<file path="src/rtl/wbus_pkg.sv">
// wbus_pkg: mode constants and per-mode idle value for the wired bus resolver
package wbus_pkg;
  localparam int WBUS_MODE_WOR  = 0;
  localparam int WBUS_MODE_WAND = 1;
  localparam int WBUS_MODE_TRI  = 2;
  localparam int WBUS_MAX_W     = 256;
  // Callers slice the low WIDTH bits; wired-AND idles at all ones, others at zero.
  function automatic logic [WBUS_MAX_W-1:0] wbus_idle(input int mode, input int width);
    return (mode == WBUS_MODE_WAND) ? ({WBUS_MAX_W{1'b1}} >> (WBUS_MAX_W - width)) : '0;
  endfunction
endpackage

</file>
<file path="src/rtl/wbus_resolve.sv">
// wbus_resolve: combinational resolution of NDRV enabled drivers into one bus value
module wbus_resolve
  import wbus_pkg::*;
#(
  parameter int WIDTH = 4,
  parameter int NDRV  = 2,
  parameter int MODE  = WBUS_MODE_WOR
) (
  input  logic [NDRV-1:0]       drv_en,
  input  logic [NDRV*WIDTH-1:0] drv_data,
  input  logic [WIDTH-1:0]      keep,
  output logic [WIDTH-1:0]      res,
  output logic                  conflict
);
  logic [WIDTH-1:0] or_v, and_v;
  always_comb begin
    or_v  = '0;
    and_v = '1;
    for (int i = 0; i < NDRV; i++) begin
      if (drv_en[i]) begin
        or_v  = or_v  | drv_data[i*WIDTH +: WIDTH];
        and_v = and_v & drv_data[i*WIDTH +: WIDTH];
      end
    end
  end
  // Enabled drivers all agree exactly when their OR equals their AND.
  assign conflict = (|drv_en) && (or_v != and_v);
  assign res = (MODE == WBUS_MODE_WOR)  ? or_v :
               (MODE == WBUS_MODE_WAND) ? and_v :
               ((|drv_en) && !conflict) ? or_v : keep;
endmodule

</file>
<file path="src/rtl/wired_bus_resolver.sv">
// wired_bus_resolver: registered multi-driver bus resolver with conflict counter and sticky error
module wired_bus_resolver
  import wbus_pkg::*;
#(
  parameter int WIDTH = 4,
  parameter int NDRV  = 2,
  parameter int MODE  = WBUS_MODE_WOR,
  parameter int CNT_W = 8
) (
  input  logic                  clk,
  input  logic                  rst,
  input  logic                  in_valid,
  input  logic [NDRV-1:0]       drv_en,
  input  logic [NDRV*WIDTH-1:0] drv_data,
  input  logic                  clr,
  output logic                  out_valid,
  output logic [WIDTH-1:0]      out_data,
  output logic                  out_parity,
  output logic                  conflict,
  output logic [CNT_W-1:0]      conflict_cnt,
  output logic                  err_sticky
);
  if (MODE < WBUS_MODE_WOR || MODE > WBUS_MODE_TRI) begin : g_bad_mode
    $error("wired_bus_resolver: illegal MODE %0d", MODE);
  end
  if (NDRV < 1 || WIDTH < 1 || WIDTH > WBUS_MAX_W) begin : g_bad_size
    $error("wired_bus_resolver: illegal NDRV %0d / WIDTH %0d", NDRV, WIDTH);
  end
  localparam logic [WBUS_MAX_W-1:0] IDLE_FULL = wbus_idle(MODE, WIDTH);
  localparam logic [WIDTH-1:0]      IDLE      = IDLE_FULL[WIDTH-1:0];
  logic             valid_q, conf_q, par_q, sticky_q, sticky_d, res_conf, hit;
  logic [WIDTH-1:0] data_q, res;
  logic [CNT_W-1:0] cnt_q, cnt_d, cnt_base;
  wbus_resolve #(.WIDTH(WIDTH), .NDRV(NDRV), .MODE(MODE)) u_resolve (
    .drv_en   (drv_en),
    .drv_data (drv_data),
    .keep     (data_q),
    .res      (res),
    .conflict (res_conf)
  );
  // Clear lands first so a simultaneous conflicting beat is still counted.
  always_comb begin
    hit      = in_valid && res_conf;
    cnt_base = clr ? '0 : cnt_q;
    cnt_d    = (hit && cnt_base != '1) ? cnt_base + CNT_W'(1) : cnt_base;
    sticky_d = (sticky_q && !clr) || hit;
  end
  always_ff @(posedge clk) begin
    if (rst) begin
      valid_q  <= 1'b0;
      conf_q   <= 1'b0;
      data_q   <= IDLE;
      par_q    <= ^IDLE;
      cnt_q    <= '0;
      sticky_q <= 1'b0;
    end else begin
      valid_q  <= in_valid;
      conf_q   <= hit;
      data_q   <= in_valid ? res : data_q;
      par_q    <= in_valid ? ^res : par_q;
      cnt_q    <= cnt_d;
      sticky_q <= sticky_d;
    end
  end
  assign out_valid    = valid_q;
  assign out_data     = data_q;
  assign out_parity   = par_q;
  assign conflict     = conf_q;
  assign conflict_cnt = cnt_q;
  assign err_sticky   = sticky_q;
endmodule

</file>
<file path="config.mk">
export PLATFORM = sky130hd
export DESIGN_NAME = wired_bus_resolver
export DESIGN_NICKNAME = d
export VERILOG_FILES = /design/src/rtl/wbus_pkg.sv /design/src/rtl/wbus_resolve.sv /design/src/rtl/wired_bus_resolver.sv
export SDC_FILE = /design/constraint.sdc
export NUM_CORES = 1
export LEC_CHECK = 0
export BUFFER_PORTS_ARGS = -buffer_cell sky130_fd_sc_hd__buf_2
export CORE_AREA = 4 4 46 48
export CTS_CLUSTER_SIZE = 28
export DETAILED_ROUTE_END_ITERATION = 10
export DIE_AREA = 0 0 50 52
export GPL_ROUTABILITY_DRIVEN = 0
export PLACE_DENSITY = 0.75
export RECOVER_POWER = 100
export REMOVE_ABC_BUFFERS = 1
export SYNTH_ARGS = -nofsm -noshare
export SYNTH_HDL_FRONTEND = slang
export SYNTH_SLANG_ARGS = --single-unit
</file>
<file path="constraint.sdc">
create_clock -name clk -period 6.04 [get_ports clk]
set_input_delay 1.51 -clock clk [delete_from_list [all_inputs] [get_ports clk]]
set_output_delay 1.51 -clock clk [all_outputs]
set_load 0.01 [all_outputs]
</file>
==> run_results.csv <==
group,metric,value,unit
run_status,status,"finished with violations",
run_status,violations,"max-capacitance violations, max-slew violations",
setup_path,r2r-start,"conflict_cnt[0]$_SDFF_PP0_",
layout,drive_gt1_share,15.83,%
routing,viasPerCell,5.517,
timing,fmax,286.4,MHz
setup_path,cp-start-kind,"input port",
floorplan,core_region_area,1708,um2
timing,rsz0062_at_grt,"false",
layout,fin_nets,136,
clocking,ctsRootBufferMaster,"clkbuf_4",
clocking,max-clock-path-buffers,2,
synthesis,synth.avg_cell_area,9.061,um2
clocking,cts_resized,0,
floorplan,start_util,48.28,%
setup_path,crit_buf_inv,1,
timing,fin_tns_setup,0,ns
setup_path,crit_path_start,"drv_data[2]",
synthesis,synth_top_area_share,38.85,%
floorplan,die_h,52,um
synthesis,synth.largest_area_cell,"dfxtp_1",
synthesis,ys_types,33,
timing,tightestPinTransition,1.798,ns
synthesis,yosys-top-cells-area,"dfxtp_1 39%, a211oi_1 5.5%, xor2_1 4.2%",
timing,hold_violations,0,
global_route,grt_use_total,16.11,%
floorplan,io_pins,30,
clocking,cts_tree,"done",
routing,wl_met3,160,um
setup_path,endpoint_kind,"register",
clocking,clk-insertion-delay-late,0.29,ns
setup_path,worstPathArrival,3.73,ns
timing,slew_violations,14,
pwr,p_total,0.2144,mW
routing,drt-met1-wl,827,um
setup_path,path_max_fanout,13,
timing,period_minus_slack,3.492,ns
clocking,cts_setup_buffers,0,
timing,hold_slack,0.4778,ns
setup_path,endpoint,"conflict_cnt[4]$_SDFF_PP0_",
routing,wl_met2,892,um
synthesis,synth-seq-cells,16,
setup_path,critical_path_required,6.27,ns
floorplan,dieArea,2600,um2
global_route,antenna_found_initial,0,
placement,hpwlAfterDp,1399,um
setup_path,rrSetupSlack,4.17,ns
synthesis,syn_area,824.5,um2
setup_path,timing.rr.end,"conflict_cnt[7]$_SDFF_PP0_",
routing,routed.top_layer,"met4",
clocking,cts_buffers,3,
routing,ant_nets,0,
floorplan,rows,15,
min_path,hp-class,"reg2reg",
global_route,grt_pass1_vias,727,
routing,vias,800,
timing,skew,0.001476,ns
synthesis,yosysSeqAreaShare,38.85,%
setup_path,crit_family,"compound AO/OA/AOI/OAI gates",
synthesis,yosys_warnings,0,
run,maxCapViolCount,1,
routing,wl_per_cell,13.21,um
routing,post-route-drc-count,0,
routing,totalWireLength,1915,um
global_route,grt_pass1_wl,3125,um
clocking,cts-hold-fix-buffers,0,
pwr,leakagePower,0.3597,nW
synthesis,synth_cells,91,
placement,port_buffers,29,
routing,drtPass1Iterations,4,
pwr,max-vdd-ir-drop,0.0001479,V
pwr,p_per_area,219.1,nW/um2
setup_path,slowest_delay,1.51,ns
timing,slew_headroom,-21.43,%
min_path,whs_path_depth,2,
setup_path,reg2regPathDepth,6,
timing,finalCritPeriodShare,57.81,%
clocking,clk_transition_reported_paths,0.10,ns
global_route,grt_start_max_net_pins,15,
clocking,cts.sinks,16,
setup_path,crit_type,"in2reg",
timing,setup-violations-final,0,
layout,n_antenna_cell,0,
floorplan,die_w,50,um
global_route,grt-ovfl-total,0,
setup_path,cp_slowest_cell,"o41ai_1",
setup_path,path_cells,"buf_2 > xor2_1 > o41ai_1 > o31ai_1 > a21oi_1",
setup_path,cp.depth,5,
routing,drt_iter0_drc,12,
clocking,cts_max_level,1,
layout,synthToLayoutAreaGrowth,18.66,%
[flip-flops by register name, indices dropped and copies added (netlist names)]
name,cells
out_valid,1
conflict_cnt,8
out_data,4
err_sticky,1
conflict,1
out_parity,1
[where the power goes]
part           internal [mW]  total, mW  switching (mW)
combinational         0.0121     0.0297          0.0176
sequential             0.109      0.112         0.00228
clock                 0.0368     0.0731          0.0363
total                  0.158      0.214          0.0562
[layout by cell type, fill, tap and decap left out]
master and n:
o41a_1 1, nor4_1 1, o41ai_1 1, a21oi_1 6
or4_1 2, nor2b_1 4, mux2_2 1, o21ai_0 2
and3_1 1, nor3_1 2, buf_2 9, dfxtp_1 16
a21o_1 1, a211oi_1 6, mux2i_1 1, o31ai_1 2
xor2_1 4, a31oi_1 1, or3_1 1, clkbuf_1 20
ha_1 1, o21a_1 1, clkbuf_4 3, and4_4 2
and3_2 2, nor2_1 7, clkbuf_8 1, a22oi_1 4
inv_1 3, nand4_1 2, nand3_1 6, xnor2_1 3
o31a_2 1, nand2_1 2
[kinds of logic (layout without fill, tap and decap cells)]
logic type / Yosys count / after routing / share of synthesized area [%]
compound gates: 26 / 26 / 22.91
simple gates: 32 / 32 / 22.16
mux: 2 / 2 / 2.580
buf+inv: 7 / 36 / 4.553
xor+xnor: 7 / 7 / 7.436
fa+ha+maj: 1 / 1 / 1.517
flops: 16 / 16 / 38.85
[worst min-delay path by stage]
stage / from / endpoint
floorplan: err_sticky$_SDFF_PP0_ / err_sticky$_SDFF_PP0_
global placement: err_sticky$_SDFF_PP0_ / err_sticky$_SDFF_PP0_
detailed placement: err_sticky$_SDFF_PP0_ / err_sticky$_SDFF_PP0_
CTS: err_sticky$_SDFF_PP0_ / err_sticky$_SDFF_PP0_
global route: err_sticky$_SDFF_PP0_ / err_sticky$_SDFF_PP0_
finish: err_sticky$_SDFF_PP0_ / err_sticky$_SDFF_PP0_
[cells in the mapped netlist (all sizes together)]
| master | instances |
|---|---|
| or4 | 2 |
| xor2 | 4 |
| nand2 | 2 |
| a211oi | 6 |
| nand3 | 6 |
| a21o | 1 |
| o21ai | 2 |
| o41ai | 1 |
| nor2b | 4 |
| inv | 3 |
| nor3 | 2 |
| nor2 | 7 |
| o31a | 1 |
| a31oi | 1 |
| o41a | 1 |
| and4 | 2 |
| mux2 | 1 |
| nor4 | 1 |
| buf | 2 |
| nand4 | 2 |
| xnor2 | 3 |
| or3 | 1 |
| ha | 1 |
| mux2i | 1 |
| clkbuf | 2 |
| o31ai | 2 |
| o21a | 1 |
| a22oi | 4 |
| dfxtp | 16 |
| and3 | 3 |
| a21oi | 6 |
[layout make-up]
type                    instances  area, um2
fillers                       164      729.5
multi-input cells              68      459.2
flip-flops and latches         16      320.3
repair buffers                 29      120.1
clock buffers                   4      36.28
well taps                      25      31.28
inverters                       3      11.26
[worst register-to-register path, stage by stage, from the launching register on]
cell     delay (ns)
dfxtp_1        0.37
nor2b_1        0.17
ha_1           0.24
nor2b_1        0.16
and4_4         0.24
or4_1          0.50
a21oi_1        0.14
[metal layers]
| layer | track usage [%] | vias to the layer above |
|---|---|---|
| li1 | - | 400 |
| met2 | 27.17 | 28 |
| met5 | 0 | - |
| met3 | 6.017 | 5 |
| met1 | 17.51 | 367 |
| met4 | 8.295 | 0 |
[through the flow]
step                utilization [%]  worst slack [ns]  cell area [um2]  instances
floorplan                         -             3.203            798.3         87
global placement              57.07             2.922            974.7        141
detailed placement            57.07             2.851            974.7        141
CTS                           59.19             3.173             1011        145
global route                  57.29             2.342            978.4        145
finish                        57.29             2.548            978.4        145
Note: power is estimated with default switching activity, not from simulation.
